File: src/rtl/pc_sequencer_if.sv
// Fetch/execute handshake bundle between the PC sequencer (master) and the
// instruction memory / decode / execute side (slave).
interface pc_sequencer_if #(
    parameter int XLEN = 32
);
    logic            imem_req;
    logic [XLEN-1:0] imem_addr;
    logic            imem_ack;
    logic            instr_valid;
    logic            ex_valid;
    logic [2:0]      branch;
    logic            zero;
    logic            less;
    logic [XLEN-1:0] imm;
    logic [XLEN-1:0] rs1;
    logic [XLEN-1:0] pc;
    logic            retire;
    logic            misalign;

    modport master (
        output imem_req, imem_addr, instr_valid, pc, retire, misalign,
        input  imem_ack, ex_valid, branch, zero, less, imm, rs1
    );

    modport slave (
        input  imem_req, imem_addr, instr_valid, pc, retire, misalign,
        output imem_ack, ex_valid, branch, zero, less, imm, rs1
    );
endinterface

File: src/rtl/pc_sequencer.sv
// Multi-cycle PC controller: BOOT -> FETCH (req/ack) -> EXEC (wait ex_valid,
// resolve next PC from branch code and ALU flags) -> FETCH.
module pc_sequencer #(
    parameter int              XLEN     = 32,
    parameter logic [XLEN-1:0] RESET_PC = 32'h0000_0000,
    parameter logic [XLEN-1:0] TRAP_PC  = 32'h0000_0100
) (
    input  logic          clk,
    input  logic          rst,
    pc_sequencer_if.master bus
);
    localparam logic [XLEN-1:0] PC_STEP   = {{(XLEN-3){1'b0}}, 3'b100};
    localparam logic [XLEN-1:0] JALR_MASK = {{(XLEN-1){1'b1}}, 1'b0};

    typedef enum logic [1:0] {
        BOOT  = 2'd0,
        FETCH = 2'd1,
        EXEC  = 2'd2
    } state_t;

    state_t          state_r;
    logic [XLEN-1:0] pc_r;
    logic            instr_valid_r;
    logic            retire_r;
    logic            misalign_r;

    logic            taken_s;
    logic            trap_s;
    logic [XLEN-1:0] target_s;
    logic [XLEN-1:0] next_pc_s;

    // Branch resolution: taken decision, target, and misalignment redirect.
    always_comb begin
        taken_s   = 1'b0;
        target_s  = pc_r + bus.imm;
        next_pc_s = pc_r + PC_STEP;
        case (bus.branch)
            3'b000:  taken_s = 1'b0;
            3'b001:  taken_s = 1'b1;
            3'b010:  taken_s = 1'b1;
            3'b011:  taken_s = 1'b0;
            3'b100:  taken_s = bus.zero;
            3'b101:  taken_s = ~bus.zero;
            3'b110:  taken_s = bus.less;
            3'b111:  taken_s = ~bus.less;
            default: taken_s = 1'b0;
        endcase
        if (bus.branch == 3'b010) begin
            target_s = (bus.rs1 + bus.imm) & JALR_MASK;
        end else begin
            target_s = pc_r + bus.imm;
        end
        // Only a taken target can trap; not-taken branches ignore their target.
        trap_s = taken_s & target_s[1];
        if (trap_s) begin
            next_pc_s = TRAP_PC;
        end else if (taken_s) begin
            next_pc_s = target_s;
        end else begin
            next_pc_s = pc_r + PC_STEP;
        end
    end

    // Sequencer FSM with registered pc and status pulses.
    always_ff @(posedge clk or posedge rst) begin
        if (rst) begin
            state_r       <= BOOT;
            pc_r          <= RESET_PC;
            instr_valid_r <= 1'b0;
            retire_r      <= 1'b0;
            misalign_r    <= 1'b0;
        end else begin
            instr_valid_r <= 1'b0;
            retire_r      <= 1'b0;
            case (state_r)
                BOOT: begin
                    state_r <= FETCH;
                end
                FETCH: begin
                    if (bus.imem_ack) begin
                        state_r       <= EXEC;
                        instr_valid_r <= 1'b1;
                    end else begin
                        state_r <= FETCH;
                    end
                end
                EXEC: begin
                    if (bus.ex_valid) begin
                        state_r    <= FETCH;
                        pc_r       <= next_pc_s;
                        retire_r   <= 1'b1;
                        misalign_r <= misalign_r | trap_s;
                    end else begin
                        state_r <= EXEC;
                    end
                end
                default: begin
                    state_r <= BOOT;
                end
            endcase
        end
    end

    // Request is decoded from state so it falls together with async reset.
    assign bus.imem_req    = (state_r == FETCH);
    assign bus.imem_addr   = pc_r;
    assign bus.pc          = pc_r;
    assign bus.instr_valid = instr_valid_r;
    assign bus.retire      = retire_r;
    assign bus.misalign    = misalign_r;
endmodule

File: src/flat_wrapper.sv
// flat-port wrapper written by rule: the top's interface ports become plain ports
module pc_sequencer_flat 
#(
    parameter int              XLEN     = 32,
    parameter logic [XLEN-1:0] RESET_PC = 32'h0000_0000,
    parameter logic [XLEN-1:0] TRAP_PC  = 32'h0000_0100
)
  (clk, rst, bus_imem_req, bus_imem_addr, bus_instr_valid, bus_pc, bus_retire, bus_misalign, bus_imem_ack, bus_ex_valid, bus_branch, bus_zero, bus_less, bus_imm, bus_rs1);
  pc_sequencer_if #(.XLEN(XLEN)) bus_i ();
  input  logic clk;
  input  logic rst;
  output wire logic [$bits(bus_i.imem_req)-1:0] bus_imem_req;
  output wire logic [$bits(bus_i.imem_addr)-1:0] bus_imem_addr;
  output wire logic [$bits(bus_i.instr_valid)-1:0] bus_instr_valid;
  output wire logic [$bits(bus_i.pc)-1:0] bus_pc;
  output wire logic [$bits(bus_i.retire)-1:0] bus_retire;
  output wire logic [$bits(bus_i.misalign)-1:0] bus_misalign;
  input wire logic [$bits(bus_i.imem_ack)-1:0] bus_imem_ack;
  input wire logic [$bits(bus_i.ex_valid)-1:0] bus_ex_valid;
  input wire logic [$bits(bus_i.branch)-1:0] bus_branch;
  input wire logic [$bits(bus_i.zero)-1:0] bus_zero;
  input wire logic [$bits(bus_i.less)-1:0] bus_less;
  input wire logic [$bits(bus_i.imm)-1:0] bus_imm;
  input wire logic [$bits(bus_i.rs1)-1:0] bus_rs1;
  assign bus_imem_req = bus_i.imem_req;
  assign bus_imem_addr = bus_i.imem_addr;
  assign bus_instr_valid = bus_i.instr_valid;
  assign bus_pc = bus_i.pc;
  assign bus_retire = bus_i.retire;
  assign bus_misalign = bus_i.misalign;
  assign bus_i.imem_ack = bus_imem_ack;
  assign bus_i.ex_valid = bus_ex_valid;
  assign bus_i.branch = bus_branch;
  assign bus_i.zero = bus_zero;
  assign bus_i.less = bus_less;
  assign bus_i.imm = bus_imm;
  assign bus_i.rs1 = bus_rs1;
  pc_sequencer #(.XLEN(XLEN), .RESET_PC(RESET_PC), .TRAP_PC(TRAP_PC)) u_core (.clk(clk), .rst(rst), .bus(bus_i));
endmodule
File: config.mk
export PLATFORM = sky130hd
export DESIGN_NAME = pc_sequencer_flat
export DESIGN_NICKNAME = d
export VERILOG_FILES = /design/src/rtl/pc_sequencer_if.sv /design/src/rtl/pc_sequencer.sv /design/src/flat_wrapper.sv
export SDC_FILE = /design/constraint.sdc
export NUM_CORES = 1
export LEC_CHECK = 0
export CAP_MARGIN = 30
export CELL_PAD_IN_SITES_DETAIL_PLACEMENT = 2
export CELL_PAD_IN_SITES_GLOBAL_PLACEMENT = 2
export CORE_UTILIZATION = 29
export CTS_BUF_LIST = sky130_fd_sc_hd__clkbuf_8
export DETAILED_ROUTE_END_ITERATION = 16
export GPL_ROUTABILITY_DRIVEN = 0
export MAX_ROUTING_LAYER = met4
export PLACE_DENSITY = 0.92
export SLEW_MARGIN = 10
export SYNTH_ARGS = -nofsm -noshare
export SYNTH_HDL_FRONTEND = slang
export SYNTH_SLANG_ARGS = --single-unit
File: constraint.sdc
create_clock -name clk -period 3.1 [get_ports clk]
set_input_delay 0.62 -clock clk [delete_from_list [all_inputs] [get_ports clk]]
set_output_delay 0.62 -clock clk [all_outputs]
set_load 0.005 [all_outputs]
==> impl_metrics.env <==
export IMPL_p_int_mw=3.61
export IMPL_yosysSeqAreaShare=0.151
export IMPL_clockPowerShare=0.070
export IMPL_timing_final_crit_share=1.14
export IMPL_crit_fanout=7
export IMPL_overflow=0
export IMPL_startpoint_type="input pin"
export IMPL_critPathSlowestCell="clkdlybuf4s50_1"
export IMPL_drive_above_1_share=0.324
export IMPL_cp_num_cells=11
export IMPL_fmax_ghz=0.283
export IMPL_port_buffers=138
export IMPL_cp_arrival_ns=3.75
export IMPL_ir_drop_mv=0.250
export IMPL_h_tree_depth=2
export IMPL_r2r_start="u_core.bus.imem_addr[0]"
export IMPL_gr_usage_all_layers=0.416
export IMPL_slew_violations=0
export IMPL_start_util=0.296
export IMPL_async_flop_share=1.00
export IMPL_worst_path_largest_cell_delay_ns=0.51
export IMPL_antenna_found_initial=5
export IMPL_drtIter0Drc=830
export IMPL_r2r_slack_ns=-0.12
export IMPL_whs_ns=0.555
export IMPL_die_x_um=145
export IMPL_ys_types=71
export IMPL_grt_pass1_wl_um=64700
export IMPL_fin_ws_ns=-0.434
export IMPL_synthToLayoutAreaGrowth_pct=68.9
export IMPL_ys_warn_count=0
export IMPL_wirelength_um=50400
export IMPL_clock_sinks=36
export IMPL_setup_violations=20
export IMPL_finalHoldViolations=0
export IMPL_reg2regPathDepth=12
export IMPL_p_leak_nw=4.44
export IMPL_violations="setup timing"
export IMPL_rsz0062_at_grt="true"
export IMPL_synth_edff_count=0
export IMPL_cp_num_buf_inv=3
export IMPL_crit_type="in -> reg"
export IMPL_clk_path_buf_depth=2
export IMPL_final_cell_mix="buf_4, clkdlybuf4s50_1, nand2_1"
export IMPL_placed_cells=1339
export IMPL_period_needed_ns=3.53
export IMPL_max_cap_viol_count=0
export IMPL_slew_limit_headroom=0.532
export IMPL_syn_area_mm2=0.00597
export IMPL_cts_made_buffers=5
export IMPL_placedInstanceArea_mm2=0.00874
export IMPL_clock_skew_ns=0.0344
export IMPL_vias_per_cell=6.71
export IMPL_fin_cells=1381
export IMPL_end_kind="flop"
export IMPL_synth_top_area_frac=0.151
export IMPL_p_comb_frac=0.801
export IMPL_io_pins=141
export IMPL_synth_area_leaders="dfrtp_1, ha_1, a21oi_1"
export IMPL_holdBufCountCts=0
export IMPL_p_sw_mw=4.06
export IMPL_final_area_mm2=0.0101
export IMPL_mostFrequentLayoutCell="buf_4"
export IMPL_crit_start="bus_branch[2]"
export IMPL_nNetsFinal=1241
export IMPL_r2r_end="u_core.bus.imem_addr[20]"
export IMPL_endpoint="u_core.bus.imem_addr[7]"
export IMPL_grt_pass1_vias=10009
export IMPL_coreArea_mm2=0.0202
export IMPL_clk_latency_ns=0.37
export IMPL_wl_per_cell_um=36.5
export IMPL_grt_max_degree=37
export IMPL_worstMarginPinSlew_ns=0.702
export IMPL_multiInputGateArea_mm2=0.00561
export IMPL_root_buffer="clkbuf_8"
export IMPL_path_delay_family="simple AND/OR/NAND/NOR gates"
export IMPL_dieArea_mm2=0.0211
export IMPL_syn_area_per_cell_um2=7.39
export IMPL_power_frac_seq=0.129
export IMPL_num_rows=52
export IMPL_die_h_um=145
export IMPL_route_vias_total=9266
export IMPL_fillers=2175
export IMPL_synthCells=807
export IMPL_critPathRequiredTime_ns=3.31
export IMPL_cts_tree="yes"
export IMPL_drtAntennaViolNets=0
export IMPL_ys_flop_type="dfrtp_1"
export IMPL_cp_cell_sequence="clkdlybuf4s50_1 > nor2_1 > and2_1 > nand2_1 > o21ai_0 > buf_4 > nand2_1 > buf_4 > nor3_1 > a311oi_1 > o22ai_1"
export IMPL_yosys_register_bits=36
export IMPL_hold_class="reg -> reg"
export IMPL_outcome="finished, violations left"
export IMPL_drtPass1Iterations=6
export IMPL_synth_largest_area_cell="dfrtp_1"
export IMPL_final_seq_area_um2=905
export IMPL_p_per_area_mw_per_mm2=761
export IMPL_dpl_hpwl_um=28500
export IMPL_sw_frac_of_total=0.530
export IMPL_power_total_mw=7.67
export IMPL_clkTransAtPathRegs_ns=0.13
export IMPL_drc=0
state kept, by name (all words and copies together), names as in the netlist:
signal / count
u_core.state_r: 2
u_core.bus.instr_valid: 1
u_core.bus.retire: 1
u_core.bus.imem_addr: 31
u_core.bus.misalign: 1
metrics by stage:
stage | setup slack [ns] | TNS [ns] | util
2_1_floorplan | 0.0144 | 0 | -
3_3_place_gp | -0.732 | -10.27 | 0.433
3_5_place_dp | -0.884 | -16.10 | 0.433
4_1_cts | -0.0670 | -0.153 | 0.467
5_1_grt | -0.355 | -2.39 | 0.500
6_report | -0.434 | -2.62 | 0.500
Yosys cell counts (all sizes together), types with 5 or more instances:
| cell type | n |
|---|---|
| nand2 | 78 |
| inv | 18 |
| nor2b | 9 |
| a22oi | 6 |
| nor2 | 56 |
| o211ai | 8 |
| o21bai | 8 |
| a22o | 5 |
| xnor2 | 29 |
| buf | 40 |
| o21ai | 71 |
| a211oi | 6 |
| and3 | 21 |
| o21a | 8 |
| nand2b | 6 |
| clkbuf | 21 |
| mux2i | 8 |
| a31oi | 16 |
| and4 | 7 |
| ha | 62 |
| and2 | 11 |
| o31ai | 5 |
| dfrtp | 36 |
| nand3 | 31 |
| xor2 | 21 |
| a21o | 33 |
| nor3 | 18 |
| a21oi | 84 |
| nand4 | 5 |
power by group through the flow:
| stage | clock network (mW) | logic, mW | registers [mW] |
|---|---|---|---|
| final | 0.537 | 6.14 | 0.985 |
| after global routing | 0.527 | 6.24 | 0.981 |
| after CTS | 0.490 | 4.91 | 0.895 |
| after detailed placement | 0 | 4.49 | 0.878 |
| after global placement | 0 | 4.08 | 0.853 |
| after floorplan | 0 | 2.16 | 0.901 |
kinds of logic (layout without fill, tap and decap cells):
| kind of cell | Yosys count | count (layout) | share of synthesized area |
|---|---|---|---|
| adders and majority gates | 63 | 63 | 0.133 |
| buffers and inverters | 79 | 377 | 0.0715 |
| DFF | 36 | 36 | 0.151 |
| xor gates and xnor gates | 50 | 50 | 0.0734 |
| muxes | 8 | 8 | 0.0134 |
| AOI/OAI and AO/OA | 308 | 308 | 0.342 |
| and+or+nand+nor | 262 | 262 | 0.215 |
| other | 1 | 7 | 0.000629 |
layout make-up:
type                            instances  area share
Antenna cell                            5     0.00124
Multi-Input combinational cell        693       0.557
Clock inverter                          3     0.00422
Clock buffer                            5     0.00683
Sequential cell                        36      0.0898
Timing Repair Buffer                  351       0.301
Tap cell                              270      0.0335
Inverter                               18     0.00695
per-layer routing:
layer / track usage / wire, um
met2: 0.707 / 23400
met1: 0.428 / 17800
met3: 0.0934 / 4260
met4: 0.285 / 4900
met5: - / 0
what timing repair did:
item	4_1_cts	5_1_grt
pin swaps	45	53
setup endpoints to repair	21	22
buffers inserted	15	14
gates resized for setup	127	110
worst min path at each step:
stage,startpoint,to,cells after the start
3_3_place_gp,u_core.bus.misalign,u_core.bus.misalign,1
4_1_cts,u_core.bus.misalign,u_core.bus.misalign,1
6_report,u_core.bus.misalign,u_core.bus.misalign,1
3_5_place_dp,u_core.bus.misalign,u_core.bus.misalign,1
5_1_grt,u_core.bus.misalign,u_core.bus.misalign,1
2_1_floorplan,u_core.bus.misalign,u_core.bus.misalign,1
No activity file was read; power rests on OpenSTA's default activity.
